[src/rtl/logo_reader.sv]
// Logo reader: emits one control packet carrying the logo dimensions, then streams the
// logo pixels from memory in raster order; re-arms on each end-of-frame from the main stream.
module logo_reader #(
    parameter int LOGO_W    = 64,
    parameter int LOGO_H    = 32,
    parameter int AW        = 12,
    parameter int BASE_ADDR = 0
) (
    input  logic          clk,
    input  logic          rst,
    input  logic          frame_eop,
    output logic          mem_rd,
    output logic [AW-1:0] mem_addr,
    input  logic [23:0]   mem_rddata,
    output logic [35:0]   control_logo_data,
    output logic          control_logo_valid,
    output logic [23:0]   logo_data,
    output logic          logo_valid,
    output logic          logo_sop,
    output logic          logo_eop,
    input  logic          logo_ready,
    output logic          busy
);
    localparam int            IW        = AW + 1;
    localparam logic [IW-1:0] NPIX      = IW'(LOGO_W * LOGO_H);
    localparam logic [IW-1:0] LAST      = IW'(LOGO_W * LOGO_H - 1);
    localparam logic [35:0]   CTRL_WORD = {16'(LOGO_W), 16'(LOGO_H), 4'h0};

    typedef enum logic [1:0] {
        S_CTRL   = 2'd0,
        S_STREAM = 2'd1,
        S_WAIT   = 2'd2
    } state_t;

    state_t        state_q, state_d;
    logic [IW-1:0] rd_idx_q, rd_idx_d;
    logic [IW-1:0] out_idx_q, out_idx_d;
    logic          inflight_q, inflight_d;
    logic [1:0]    count_q, count_d;
    logic          wr_ptr_q, wr_ptr_d;
    logic          rd_ptr_q, rd_ptr_d;
    logic [23:0]   fifo_mem [2];

    logic          rd_en;
    logic          ctrl_en;
    logic          flush;
    logic          push;
    logic          head_valid;
    logic          xfer;
    logic [23:0]   head_data;

    // The word returning from memory is visible at the head while the FIFO is empty,
    // so a pixel appears the cycle its data arrives and a full-rate stream needs no bubble.
    assign push       = inflight_q;
    assign head_valid = (state_q == S_STREAM) && ((count_q != 2'd0) || inflight_q);
    assign xfer       = head_valid && logo_ready;
    assign head_data  = (count_q == 2'd0) ? mem_rddata : fifo_mem[rd_ptr_q];

    always_comb begin
        state_d    = state_q;
        rd_idx_d   = rd_idx_q;
        out_idx_d  = out_idx_q;
        inflight_d = 1'b0;
        count_d    = count_q;
        wr_ptr_d   = wr_ptr_q;
        rd_ptr_d   = rd_ptr_q;
        rd_en      = 1'b0;
        ctrl_en    = 1'b0;
        flush      = 1'b0;
        case (state_q)
            S_CTRL: begin
                ctrl_en = 1'b1;
                state_d = S_STREAM;
            end
            S_STREAM: begin
                rd_en      = (rd_idx_q < NPIX) && ((count_q + 2'(inflight_q)) < 2'd2);
                inflight_d = rd_en;
                if (rd_en) rd_idx_d = rd_idx_q + IW'(1);
                if (push) wr_ptr_d = !wr_ptr_q;
                if (xfer) begin
                    rd_ptr_d  = !rd_ptr_q;
                    out_idx_d = out_idx_q + IW'(1);
                end
                count_d = count_q + 2'(push) - 2'(xfer);
                if (frame_eop) begin
                    state_d = S_CTRL;
                    flush   = 1'b1;
                end else if (xfer && (out_idx_q == LAST)) begin
                    state_d = S_WAIT;
                    flush   = 1'b1;
                end
            end
            S_WAIT: begin
                if (frame_eop) state_d = S_CTRL;
            end
            default: state_d = S_CTRL;
        endcase
        // Dropping the in-flight flag discards any read still returning from memory.
        if (flush) begin
            rd_idx_d   = '0;
            out_idx_d  = '0;
            inflight_d = 1'b0;
            count_d    = '0;
            wr_ptr_d   = 1'b0;
            rd_ptr_d   = 1'b0;
        end
    end

    always_ff @(posedge clk or posedge rst) begin
        if (rst) begin
            state_q    <= S_CTRL;
            rd_idx_q   <= '0;
            out_idx_q  <= '0;
            inflight_q <= 1'b0;
            count_q    <= '0;
            wr_ptr_q   <= 1'b0;
            rd_ptr_q   <= 1'b0;
        end else begin
            state_q    <= state_d;
            rd_idx_q   <= rd_idx_d;
            out_idx_q  <= out_idx_d;
            inflight_q <= inflight_d;
            count_q    <= count_d;
            wr_ptr_q   <= wr_ptr_d;
            rd_ptr_q   <= rd_ptr_d;
        end
    end

    always_ff @(posedge clk) begin
        if (push) fifo_mem[wr_ptr_q] <= mem_rddata;
    end

    // Reset holds the state in CTRL; outputs are masked so nothing is emitted until release.
    assign mem_rd             = !rst && rd_en;
    assign mem_addr           = rst ? '0 : AW'(BASE_ADDR) + rd_idx_q[AW-1:0];
    assign control_logo_valid = !rst && ctrl_en;
    assign control_logo_data  = rst ? '0 : CTRL_WORD;
    assign logo_valid         = !rst && head_valid;
    assign logo_data          = rst ? '0 : head_data;
    assign logo_sop           = !rst && head_valid && (out_idx_q == '0);
    assign logo_eop           = !rst && head_valid && (out_idx_q == LAST);
    assign busy               = !rst && (state_q != S_WAIT);

endmodule

[config.mk]
export PLATFORM = sky130hd
export DESIGN_NAME = logo_reader
export DESIGN_NICKNAME = d
export VERILOG_FILES = /design/src/rtl/logo_reader.sv
export SDC_FILE = /design/constraint.sdc
export NUM_CORES = 1
export LEC_CHECK = 0
export BUFFER_PORTS_ARGS = -buffer_cell sky130_fd_sc_hd__buf_2
export CORE_MARGIN = 2
export CORE_UTILIZATION = 57
export CTS_CLUSTER_DIAMETER = 100
export CTS_CLUSTER_SIZE = 30
export DETAILED_ROUTE_END_ITERATION = 10
export PLACE_DENSITY_LB_ADDON = 0.12
export SLEW_MARGIN = 20
export SYNTH_ARGS = -nofsm -noshare
export SYNTH_HDL_FRONTEND = slang
export SYNTH_SLANG_ARGS = --single-unit
[constraint.sdc]
create_clock -name clk -period 5.36 [get_ports clk]
set_input_delay 0 -clock clk [delete_from_list [all_inputs] [get_ports clk]]
set_output_delay 0 -clock clk [all_outputs]
set_load 0.01 [all_outputs]
==> results by stage, run 1 <==
Status:
- The run finished with clean final reports.

Global route:
- The largest net degree at the start of global routing is 50.
- The wire length of the first global-routing pass is approximately 14000 um.
- For this run, the total global-route usage over all layers was measured as a little over a fifth.
- The number of antenna violations at the first check in global routing is 0.
- For this run the aggregate overflow at the end of global routing stands at 0.
- The via count of the first global-routing pass was about 3000.

Finish:
- The area growth from synthesis to layout is 17.6%.
- The count of nets after finishing is slightly above 500.
- The utilization after layout is 68.7%.
- The share of layout cells above drive strength 1 is between 10% and 20%.
- The filler cells instantiated in the layout total approximately 560.
- The number of standard cells in the layout, taps in and fillers out is 575.
- The antenna diode count is 0.

Timing:
- The number of pins with negative max-slew slack in the final report is 0.
- The post-route fraction of the period consumed by the critical path is 51.5%.
- Across all setup checks in the final design, the least slack found is 2600 ps.
- The minimum clock period after layout is about 2800 ps.
- The final setup violation count is 0.
- The slew at the pin with the worst max-slew slack is slightly below 1000 ps.
- Setup repair after global routing left no endpoint under its margin.
- Headroom to the max-slew limit came out at a little over a third.
- The total count of hold-check failures in the final report was 0.
- The setup TNS is 0 ps.
- Derived from the worst setup path, the maximum achievable clock frequency is between 0.3 and 0.4 GHz.
- The worst setup skew after layout is between 10 and 15 ps.

Synthesis:
- In this run the biggest area consumer among cell types represents 34.4% of the synthesized area.
- The Yosys step of the flow raised 0 warnings.
- The cell type contributing the most total cell area after synthesis is sky130_fd_sc_hd__edfxtp_1.
- The netlist area before placement is 4190 um^2.
- In the post-synthesis netlist, the cell with the most instances is sky130_fd_sc_hd__edfxtp_1.
- By area the synthesized netlist is led by sky130_fd_sc_hd__edfxtp_1 (34%), sky130_fd_sc_hd__dfrtp_1 (20%), sky130_fd_sc_hd__buf_4 (6.3%), sky130_fd_sc_hd__mux2i_1 (6.0%), sky130_fd_sc_hd__a211oi_1 (4.3%).
- The post-synthesis sequential area ratio is between 50% and 60%.
- Counting flops and latches in the post-synthesis netlist gives 81.
- The most used flip-flop cell after synthesis is sky130_fd_sc_hd__edfxtp_1.
- The post-synthesis average cell area is 10.9 um^2.
- The distinct cell type count of the synthesized netlist is 44.
- Yosys mapped a number of flops with a built-in enable equal to 48.
- The count of mapped cells out of synthesis is approximately 390.
- Counting instances in the post-synthesis netlist gives the leading cell types as sky130_fd_sc_hd__edfxtp_1 (48), sky130_fd_sc_hd__nor2_1 (37), sky130_fd_sc_hd__buf_4 (35).
- Of all flip-flops after synthesis, the portion carrying an async set or reset was 40.7%.

Clocking:
- The clock root buffer is sky130_fd_sc_hd__clkbuf_8.
- After clock tree synthesis, the clock-pin slew on the worst setup and hold paths is roughly 80 ps.
- Post-CTS repair changed the size of 0 cells.
- Clock tree synthesis inserted a total of 9 buffers.
- The clock tree synthesis step divided the H-tree into 3 levels.
- The clock passes through at most 2 buffers.
- The number of clock sinks seen by CTS is 81.
- TritonCTS built the clock tree.
- The clock latency at the later pin of the worst-skew pair is approximately 340 ps.

Critical path:
- The kind of start point of the critical path is a register.
- STA classifies the critical path endpoint as a register.
- The number of buffers and inverters on the critical path is 1.
- For this run, the slowest stage of the critical path takes roughly 900 ps.
- The slowest stage of the critical path is the sky130_fd_sc_hd__o22ai_1 cell.
- The slack of the worst reg-to-reg path is roughly 2600 ps.
- For the worst setup path, the data required time is ~5600 ps.
- The worst register-to-register path begins at out_idx_q[0].
- The most numerous cell on the critical path is sky130_fd_sc_hd__o22ai_1.
- The largest delay contributor family on the critical path is compound AO/OA/AOI/OAI gates.
- The classification of the worst setup path is register to register.
- The arrival time of the worst setup path is ~3000 ps.
- The maximum fanout along the worst path is 13.
- Traced cell by cell, the critical path runs through ha_1, and3_1, nand4_1, o22ai_1, buf_4, o22ai_1.
- In this run the worst setup path begins at out_idx_q[0].

Hold path:
- The classification of the worst-slack hold path is input port to register.
- The launch instance of the worst min-delay path is frame_eop.

Floorplanning:
- The core region is about 7000 um^2.
- Measured along the y axis, the die boundary spans between 80 and 90 um.
- The starting density of the core is approximately 58%.
- The top-level I/O count is 106.
- The die is approximately 90 um wide.
- After floorplanning, the core was divided into 31 placement rows.
- The die covers slightly above 8000 um^2.

Route:
- The remaining antenna violation count is 0.
- For this block, wires on met1 add up to between 3000 and 4000 um.
- In this run, the number of DRC markers left after iteration 0 of detailed routing was roughly 170.
- The total wire length is around 8600 um.
- The highest metal layer carrying signal wires in the routed design is met4.
- The number of vias per cell after detailed routing is about 5.4.
- Summed over all nets, wire length on met2 after detailed routing comes to approximately 4300 um.
- The average wire per cell in the routed design is 14.9 um.
- Before antenna repair, the detailed router went through 5 iterations.
- The met3 wire length is around 360 um.
- The detailed-route via count is between 3000 and 4000.
- The number of DRC violations after detailed routing is 0.

Placement:
- The count of port buffers added during placement is 71.
- The pre-CTS setup slack is 2690 ps.
- The final weighted congestion of routability-driven global placement is 0.895.
- Once placement completed, the tool counted placed cells totaling roughly 540.
- Detailed placement finished with a half-perimeter wire length of approximately 5500 um.

Power:
- In this run the static leakage power is just over 2 nW.
- For this design the ratio of total power to cell area is 371 nW/um^2.
- IR analysis of the VDD net gives a maximum drop of about 250 uV.
- The post-route total power is about 1.8 mW.

Run:
- Max-cap violations in this run came to 0.
[per-stage QoR]
stage | area, um^2 | hold slack, ps
3_5_place_dp | 4480 | 205
4_1_cts | 4930 | 78.5
2_1_floorplan | 4320 | 98.9
6_report | 4930 | 102
3_3_place_gp | 4480 | 202
5_1_grt | 4930 | 107
[kinds of logic after synthesis]
| group | after synthesis | share of synthesized area, % |
|---|---|---|
| simple gates | 122 | 15.4 |
| flops | 81 | 54.1 |
| buf+inv | 72 | 9.64 |
| compound gates | 69 | 11.0 |
| mux | 25 | 5.97 |
| xor+xnor | 11 | 2.30 |
| fa+ha+maj | 5 | 1.49 |
| other cells | 1 | 0.0895 |
[worst min-delay path: stages]
cell,delay (ps)
sky130_fd_sc_hd__buf_2,140
sky130_fd_sc_hd__inv_1,120
sky130_fd_sc_hd__and2_1,140
[flip-flops by register name (all words and copies together), names as in the netlist]
name and cells:
fifo_mem 48, out_idx_q 13, rd_idx_q 13, count_q 2, state_q 2, inflight_q 1, rd_ptr_q 1, wr_ptr_q 1
[path summary, 6_finish.rpt]
path | to | cells after the start
worst max-delay path | rd_idx_q[0] | 6
worst min-delay path | state_q[1] | 3
worst max register to register | rd_idx_q[0] | 6
worst min register to register | rd_ptr_q | 1
max in group asynchronous | rd_idx_q[6] | 3
min in group asynchronous | out_idx_q[3] | 2
[area by class of cell]
type	count	area, um^2	share of cell area, %
tap	99	124	2.51
clock buffer	9	124	2.51
inverter	14	52.6	1.07
clock inverter	6	82.6	1.68
multi-input combinational	266	1650	33.4
timing repair buffer	100	633	12.8
sequential	81	2270	46.0
[placed cells by master (no fill, tap or decap), types with 2 or more instances in the layout]
cell type                       synthesis  final
sky130_fd_sc_hd__dlygate4sd3_1          0     24
sky130_fd_sc_hd__nor2_1                37     37
sky130_fd_sc_hd__a31oi_1                3      3
sky130_fd_sc_hd__nor3_1                 4      4
sky130_fd_sc_hd__clkbuf_8               0      9
sky130_fd_sc_hd__a211oi_1              24     24
sky130_fd_sc_hd__clkinv_2               0      2
sky130_fd_sc_hd__ha_1                   5      5
sky130_fd_sc_hd__o31ai_1                8      8
sky130_fd_sc_hd__nand2_1               18     18
sky130_fd_sc_hd__o2111ai_1              2      2
sky130_fd_sc_hd__and3_1                 3      3
sky130_fd_sc_hd__mux2i_1               25     25
sky130_fd_sc_hd__o22ai_1                3      3
sky130_fd_sc_hd__inv_1                 14     14
sky130_fd_sc_hd__or3_1                  5      5
sky130_fd_sc_hd__a21oi_1               13     13
sky130_fd_sc_hd__and2_1                 2      2
sky130_fd_sc_hd__xor2_1                 3      3
sky130_fd_sc_hd__or4_1                  7      7
sky130_fd_sc_hd__nor4b_1                3      3
sky130_fd_sc_hd__buf_4                 35      5
sky130_fd_sc_hd__nand3_1               11     11
sky130_fd_sc_hd__dfrtp_1               33     33
sky130_fd_sc_hd__nor4_1                 7      7
sky130_fd_sc_hd__edfxtp_1              48     48
sky130_fd_sc_hd__bufinv_16              0      2
sky130_fd_sc_hd__xnor2_1                8      8
sky130_fd_sc_hd__o21ai_0                9      9
sky130_fd_sc_hd__o211ai_1               2      2
sky130_fd_sc_hd__and4_1                 5      5
sky130_fd_sc_hd__nor2b_1               13     12
sky130_fd_sc_hd__nand4_1                2      2
sky130_fd_sc_hd__buf_2                  1     71
sky130_fd_sc_hd__conb_1                 1     34
[report_power, final]
group | switching, mW | leakage [nW] | internal, mW | total [mW]
sequential | 0.0460 | 0.893 | 0.752 | 0.798
clock | 0.210 | 0.107 | 0.258 | 0.469
combinational | 0.353 | 1.04 | 0.211 | 0.564
total | 0.609 | 2.04 | 1.22 | 1.83
[timing repair]
item,CTS,global route
hold buffers,24,0
buffers inserted,0,0
endpoints found under the hold margin,48,0
[per-layer routing]
layer | vias to the layer above | track usage (%)
met5 | - | 0
met4 | 0 | 6.79
met3 | 9 | 3.35
met2 | 94 | 37.2
met1 | 1517 | 27.5
li1 | 1512 | -
(Power assumes the default switching activity.)
==> inputs of run 2 (changes only) <==
Settings changed: CORE_UTILIZATION 57 to 48.
Clock period 5.36 ns to 2.3 ns, I/O delays scaled along.
==> results by stage, run 2 (synthesized netlist as in run 1, its figures left out) <==
Finish:
- The share of layout cells above drive strength 1 is about a fifth.
- The flip-flop count of the largest register after layout is 48.
- The area overhead of the layout relative to synthesis is 19.5%.
- The number of standard cells in the layout, taps in and fillers out is approximately 590.
- Leaving out fill and tap cells, the most frequent cell in the layout is sky130_fd_sc_hd__buf_2.
- The register with the highest flop count is fifo_mem.
- The filler cell count in the final layout is between 700 and 800.
- The count of nets after finishing is between 500 and 600.
- In the layout the commonest cells are sky130_fd_sc_hd__buf_2 (71), sky130_fd_sc_hd__edfxtp_1 (48), sky130_fd_sc_hd__nor2_1 (37), sky130_fd_sc_hd__conb_1 (34), sky130_fd_sc_hd__dfrtp_1 (33).
- The number of antenna diodes in the final layout is 0.
- In the final layout, the registers with the most flip-flops are fifo_mem: 48 flops, out_idx_q: 13 flops, rd_idx_q: 13 flops.

Placement:
- The pre-CTS setup slack is a little over 300 ps.
- Buffers placed on the I/O ports in this run total between 70 and 80.
- The sum of net half-perimeters after detailed placement is 5600 um.
- The post-placement cell count is 550.
- The congestion estimate from routability-driven global placement came to roughly 0.84.

Power:
- The worst-case IR drop observed on VDD is 320 uV.
- The post-route total power is 4.31 mW.
- In this run the power density over the cells is roughly 860 nW/um^2.
- The static leakage power is 2.06 nW.

Run:
- The number of max-cap violations is 0.

Critical path:
- The setup path with the least slack is of type register to register.
- The arrival time of the worst setup path is roughly 2300 ps.
- The number of cell instances on the worst register-to-register path is 4.
- The maximum fanout along the worst path is 8.
- The kind of start point of the critical path is a register.
- The endpoint class of the critical path is a register.
- For the worst setup path, the data required time is about 2600 ps.

Hold path:
- The instance count along the most critical hold path is 4.
- The worst hold path belongs to the class input port to register.

Timing:
- Once routing completed, OpenROAD measured the worst setup slack at between 300 and 400 ps.
- The slew at the pin with the worst max-slew slack is between 800 and 900 ps.
- Setup repair after global routing left no endpoint under its margin.
- The total count of hold-check failures in the final report is 0.
- The minimum clock period after layout is between 1500 and 2000 ps.
- The highest clock frequency the design can meet is between 0.5 and 0.6 GHz.
- The number of pins with negative max-slew slack in the final report is 0.
- On the final layout, the worst clock skew is 10.3 ps.
- The post-route fraction of the period consumed by the critical path is slightly below 90%.
- The setup TNS is 0 ps.
- In this run the tightest slew margin relative to its limit is around 43%.
- The final setup violation count is 0.
- Hold is met by between 60 and 70 ps.

Clocking:
- The longest clock path from root to sink contains 2 buffers.
- TritonCTS built the clock tree.
- In this run, CTS created clock tree buffers numbering 9.
- The clock root buffer is sky130_fd_sc_hd__clkbuf_8.
- The clock latency at the later pin of the worst-skew pair is ~350 ps.
- The number of H-tree levels is 3.
- The tree built by TritonCTS fans out to 81 sinks.
- The clock input transition at the sequential cells of the worst setup and hold paths is 80 ps.

Global route:
- The overflow left after global routing is 0.
- The number of antenna violations at the first check in global routing is 0.
- The via count of the first global-routing pass is ~3000.
- The wire length of the first global-routing pass is roughly 14000 um.
- Entering global routing, the biggest net connects 43 pins.
- The aggregate global-route resource usage is about a fifth.

Floorplanning:
- The die covers 9500 um^2.
- The overall die width is slightly below 100 um.
- The number of rows in the core area is 34.
- The die height is between 90 and 100 um.
- 106 I/O pins were placed.
- In this run the standard cell core region covers approximately 8600 um^2.
- The initial utilization of the core area, before any placement, comes to 48.8%.

Route:
- The number of vias per cell after detailed routing is 5.22.
- The remaining antenna violation count is 0.
- The number of DRC violations after detailed routing is 0.
- After the first detailed-routing iteration, the DRC count stood at around 140.
- The average wire per cell in the routed design is around 15 um.
- The number of detailed-routing iterations run before antenna repair is 4.
- The detailed-route via count is 3085.
- For this block, the routed nets add up to just under 9000 um of wire.

Status:
- The run finished with clean final reports.
## run 2: cell count changes in the layout (fill, tap and decap cells not counted), moves of 2 or more
cell,before,now
sky130_fd_sc_hd__buf_12,0,2
sky130_fd_sc_hd__buf_4,5,9
sky130_fd_sc_hd__clkinv_2,2,0
sky130_fd_sc_hd__clkinv_4,0,2
## run 2: worst paths after layout
check | slack [ps] | end | startpoint
worst max-delay path | 300 | rd_idx_q[8] | state_q[1]
worst min-delay path | 70 | count_q[1] | frame_eop
worst max register to register | 300 | rd_idx_q[8] | state_q[1]
worst min register to register | 530 | rd_idx_q[12] | rd_idx_q[12]
max in group asynchronous | 1760 | wr_ptr_q | rst
min in group asynchronous | 220 | out_idx_q[11] | rst
## run 2: routing by layer
metal  global-route usage, %  routed length (um)
met1                    26.2                4130
met5                       0                   0
met3                    3.02                 389
met4                    6.20                  75
met2                    30.2                4180
## run 2: critical path: stages (launching register included)
cell                      delay, ps
sky130_fd_sc_hd__dfrtp_1        460
sky130_fd_sc_hd__or4b_1         560
sky130_fd_sc_hd__or3_4          410
sky130_fd_sc_hd__or3_1          340
sky130_fd_sc_hd__a21oi_1        150
## run 2: what timing repair did
action,in CTS,in global routing
hold buffers,24,0
endpoints found under the hold margin,48,0
buffers inserted,0,1
endpoints found under the setup margin,0,1
resized for setup,0,0
## run 2: cell type report
class	instances	area (um^2)	area share, %
clock buffers	9	124	2.47
clock inverters	7	78.8	1.57
inverters	14	52.6	1.05
multi-input cells	266	1650	32.9
flip-flops and latches	81	2270	45.3
well taps	108	135	2.70
repair buffers	106	703	14.0
## run 2: through the flow
step	util, %	instance area [um^2]
6_report	58.3	5010
2_1_floorplan	-	4320
5_1_grt	58.3	5010
4_1_cts	58.2	5000
3_5_place_dp	53.0	4560
3_3_place_gp	53.0	4560
## run 2: power breakdown
group,switching [mW],internal [mW]
registers,0.119,1.75
logic,0.818,0.556
clock network,0.555,0.513
total,1.49,2.82
==> inputs of run 3 (changes only) <==
Settings changed: ABC_AREA set to 1, CORE_UTILIZATION 48 to 49, CTS_CLUSTER_DIAMETER 100 to unset.
==> results by stage, run 3 <==
Status:
- The flow ran to the end, and the final reports show no timing, DRC or antenna violations.

Finish:
- The count of nets after finishing is roughly 630.
- The area overhead of the layout relative to synthesis is 17.5%.
- Leaving out fill and tap cells, the most frequent cell in the layout is sky130_fd_sc_hd__nand2_1.
- After filler insertion, the fill cell instance count of the layout stands at 802.
- The register with the most flip-flops in the layout has between 40 and 50 of them.
- The register with the highest flop count is fifo_mem.
- The register cell area after layout is between 2000 and 2500 um^2.
- The largest registers in the layout are fifo_mem: 48 flops, out_idx_q: 13 flops, rd_idx_q: 13 flops.
- In the layout the commonest cells are sky130_fd_sc_hd__nand2_1 (138), sky130_fd_sc_hd__buf_2 (71), sky130_fd_sc_hd__edfxtp_1 (48), sky130_fd_sc_hd__nand3_1 (44), sky130_fd_sc_hd__inv_1 (40).
- The share of layout cells above drive strength 1 is a little under a fifth.
- The antenna diode count is 0.
- The multi-input combinational cells in the finished layout cover a total of roughly 1700 um^2.

Synthesis:
- The combinational family with the most area after synthesis is simple AND/OR/NAND/NOR gates.
- The area fraction of the dominant cell type after synthesis is about 33%.
- The synthesized netlist devotes under 10% of its cell area to adder and majority cells.
- The number of warning messages in the yosys log is 0.
- Summing the areas of all compound-gate instances in the mapped netlist gives under 10% of the synthesized area.
- The number of synthesized register bits is between 80 and 90.
- The most used flip-flop cell after synthesis is sky130_fd_sc_hd__edfxtp_1.
- The number of synthesized flops with an enable pin is 48.
- The netlist area before placement is approximately 4400 um^2.
- After synthesis, the cell types taking the most area are sky130_fd_sc_hd__edfxtp_1 (33%), sky130_fd_sc_hd__dfrtp_1 (19%), sky130_fd_sc_hd__nand2_1 (12%), sky130_fd_sc_hd__buf_4 (6.1%), sky130_fd_sc_hd__nand3_1 (5.0%).
- The simple-gate area share of the yosys netlist is about a quarter.
- The cell count after synthesis came out at 510.
- The post-synthesis average cell area is slightly below 9 um^2.
- Summed over all instances, the cell type with the most area after synthesis is sky130_fd_sc_hd__edfxtp_1.
- Sorting the synthesized cells by how often they occur yields sky130_fd_sc_hd__nand2_1 (138), sky130_fd_sc_hd__edfxtp_1 (48), sky130_fd_sc_hd__nand3_1 (44).
- The proportion of synthesized flip-flops having asynchronous set or reset is approximately 40%.
- The multiplexer share of the synthesized area is 0%.
- Sequential elements use 51.2% of the synthesized area.
- By instance count, the leading cell after synthesis is sky130_fd_sc_hd__nand2_1.
- The distinct cell type count of the synthesized netlist is 30.
- The parity-gate share of the synthesized area counting xor and xnor cells is roughly 2.6%.

Route:
- The average wire per cell in the routed design is between 10 and 15 um.
- The final layout contains routed wiring with a total length of between 9000 and 10000 um.
- The number of vias per cell after detailed routing is 5.03.
- The remaining antenna violation count is 0.
- In this run, the number of DRC markers left after iteration 0 of detailed routing was roughly 170.
- For this run, the detailed router's first-pass iteration total came to 4.
- After detailed routing, the number of remaining DRC violations is 0.
- The detailed-route via count is between 3000 and 4000.

Timing:
- The routed design could run at a clock period as short as roughly 2000 ps.
- Setup repair after global routing left no endpoint under its margin.
- After layout, the worst path uses a little over four fifths of the clock period.
- Setup slack closes at between 300 and 400 ps.
- The setup TNS is 0 ps.
- The total count of hold-check failures in the final report is 0.
- The number of pins with negative max-slew slack in the final report was 0.
- The worst setup skew after layout is 11.2 ps.
- The highest clock frequency the design can meet is approximately 0.51 GHz.
- Setup violations remaining at the end of the flow were counted as 0.

Critical path:
- The critical register-to-register path startpoint is out_idx_q[1].
- The data required time of the critical path is about 2300 ps.
- Data on the critical path arrives at its endpoint at slightly below 2000 ps.
- The worst setup path is of the register to output port kind.
- The worst register-to-register path has a setup slack of ~560 ps.
- Following the worst setup path forward leads to its endpoint at logo_sop.
- The endpoint class of the critical path is an output port.
- In this run the worst setup path begins at state_q[1].
- The maximum fanout along the worst path is 9.
- STA classifies the critical path startpoint as a register.
- The number of cell instances on the worst register-to-register path is 8.
- The endpoint of the lowest-slack register-to-register path is out_idx_q[9].

Clocking:
- The number of clock sinks seen by CTS is just over 80.
- The number of H-tree levels is 3.
- Clock tree synthesis inserted a total of 9 buffers.
- The clock input transition at the sequential cells of the worst setup and hold paths is roughly 80 ps.
- The number of buffers inserted by post-CTS setup repair is 0.
- The CTS tree is done.
- The count of cells resized by post-cts repair is 0.
- The later pin in the worst-skew pair is clocked with a latency of 340 ps.
- The clock root buffer is sky130_fd_sc_hd__clkbuf_8.
- The number of buffers between clock root and the deepest sink is 2.

Floorplanning:
- The starting density of the core is about half.
- The top-level I/O count is approximately 110.
- The region available for standard cell placement spans 8760 um^2.
- The overall die width is around 99 um.
- The die covers 9810 um^2.
- In this run the vertical extent of the chip is roughly 99 um.
- The number of rows in the core area is 34.

Power:
- The post-route total power is 4.96 mW.
- The power density over the cells is ~950 nW/um^2.
- The analysis attributes to cell leakage a power of ~2.5 nW.
- IR analysis of the VDD net gives a maximum drop of ~460 uV.

Global route:
- The number of antenna violations at the first check in global routing is 0.
- The aggregate global-route resource usage is roughly a fifth.
- Entering global routing, the biggest net connects 31 pins.
- The via count of the first global-routing pass is 3356.
- The first global-routing pass estimated 15500 um of wire.
- The overflow left after global routing is 0.

Placement:
- During placement, the flow inserted port buffers numbering 71.
- Summed over all nets, the half-perimeter wirelength after detailed placement is about 6200 um.
- The pre-CTS setup slack is 545 ps.
- The final weighted congestion of routability-driven global placement is 0.801.

Hold path:
- The tightest min-delay check is of the input port to register type.

Run:
- Across the run, the number of max-cap violations was 0.
==> run 3: changes by cell type after synthesis, sizes merged, moves of 22 or more <==
| cell | before | now |
|---|---|---|
| mux2i | 25 | 0 |
| nand2 | 18 | 143 |
| a31oi | 3 | 25 |
| a211oi | 24 | 0 |
| nand3 | 11 | 47 |
| inv | 14 | 45 |
==> run 3: critical path, cell delays in order, from the launching register on <==
cell	delay, ps
sky130_fd_sc_hd__dfrtp_1	450
sky130_fd_sc_hd__nor2_4	230
sky130_fd_sc_hd__buf_4	210
sky130_fd_sc_hd__inv_2	50
sky130_fd_sc_hd__a21oi_1	120
sky130_fd_sc_hd__nand2_1	160
sky130_fd_sc_hd__nor4_2	210
sky130_fd_sc_hd__buf_2	180
==> run 3: routing by layer <==
layer / vias up / share of wire (%) / wire length [um] / track usage [%]
li1: 1792 / - / - / -
met1: 1720 / 47 / 4440 / 27.0
met2: 78 / 49 / 4600 / 32.3
met3: 2 / 3.9 / 370 / 2.62
met4: 0 / 0.44 / 42 / 6.11
met5: - / 0 / 0 / 0
==> run 3: cell type report <==
cell class	instances	share of cell area, %
clock inverter	6	1.30
inverter	45	3.25
tap	108	2.60
sequential	81	43.6
clock buffer	10	2.45
timing repair buffer	107	13.5
multi-input combinational	357	33.3
==> run 3: where the power goes <==
part           total, mW  switching (mW)  internal (mW)
sequential          2.09           0.173           1.91
combinational       1.85            1.24          0.610
clock               1.03           0.522          0.506
==> run 3: stage by stage <==
step | cell area, um^2 | hold WS, ps | util (%) | cells
after floorplan | 4550 | 55.9 | - | 543
after CTS | 5200 | 146 | 59.4 | 714
after global placement | 4750 | 168 | 54.2 | 672
after global routing | 5200 | 192 | 59.4 | 714
after detailed placement | 4750 | 173 | 54.2 | 672
final | 5200 | 158 | 59.4 | 714
==> run 3: worst min-delay path by stage <==
stage	to	start	cells past startpoint
2_1_floorplan	state_q[1]	frame_eop	1
3_3_place_gp	rd_idx_q[11]	rst	2
3_5_place_dp	count_q[0]	rst	2
4_1_cts	state_q[0]	logo_ready	4
5_1_grt	state_q[0]	logo_ready	4
6_report	state_q[0]	logo_ready	4
==> run 3: what timing repair did <==
action                                  CTS  global route
hold endpoints to repair                 57             0
endpoints found under the setup margin    0             0
hold buffers                             26             0
==> run 3: kinds of logic after synthesis <==
| group | count (synthesis) |
|---|---|
| other | 1 |
| xor gates and xnor gates | 13 |
| and+or+nand+nor | 251 |
| adders and majority gates | 5 |
| AOI/OAI and AO/OA | 54 |
| buffers and inverters | 105 |
| DFF | 81 |
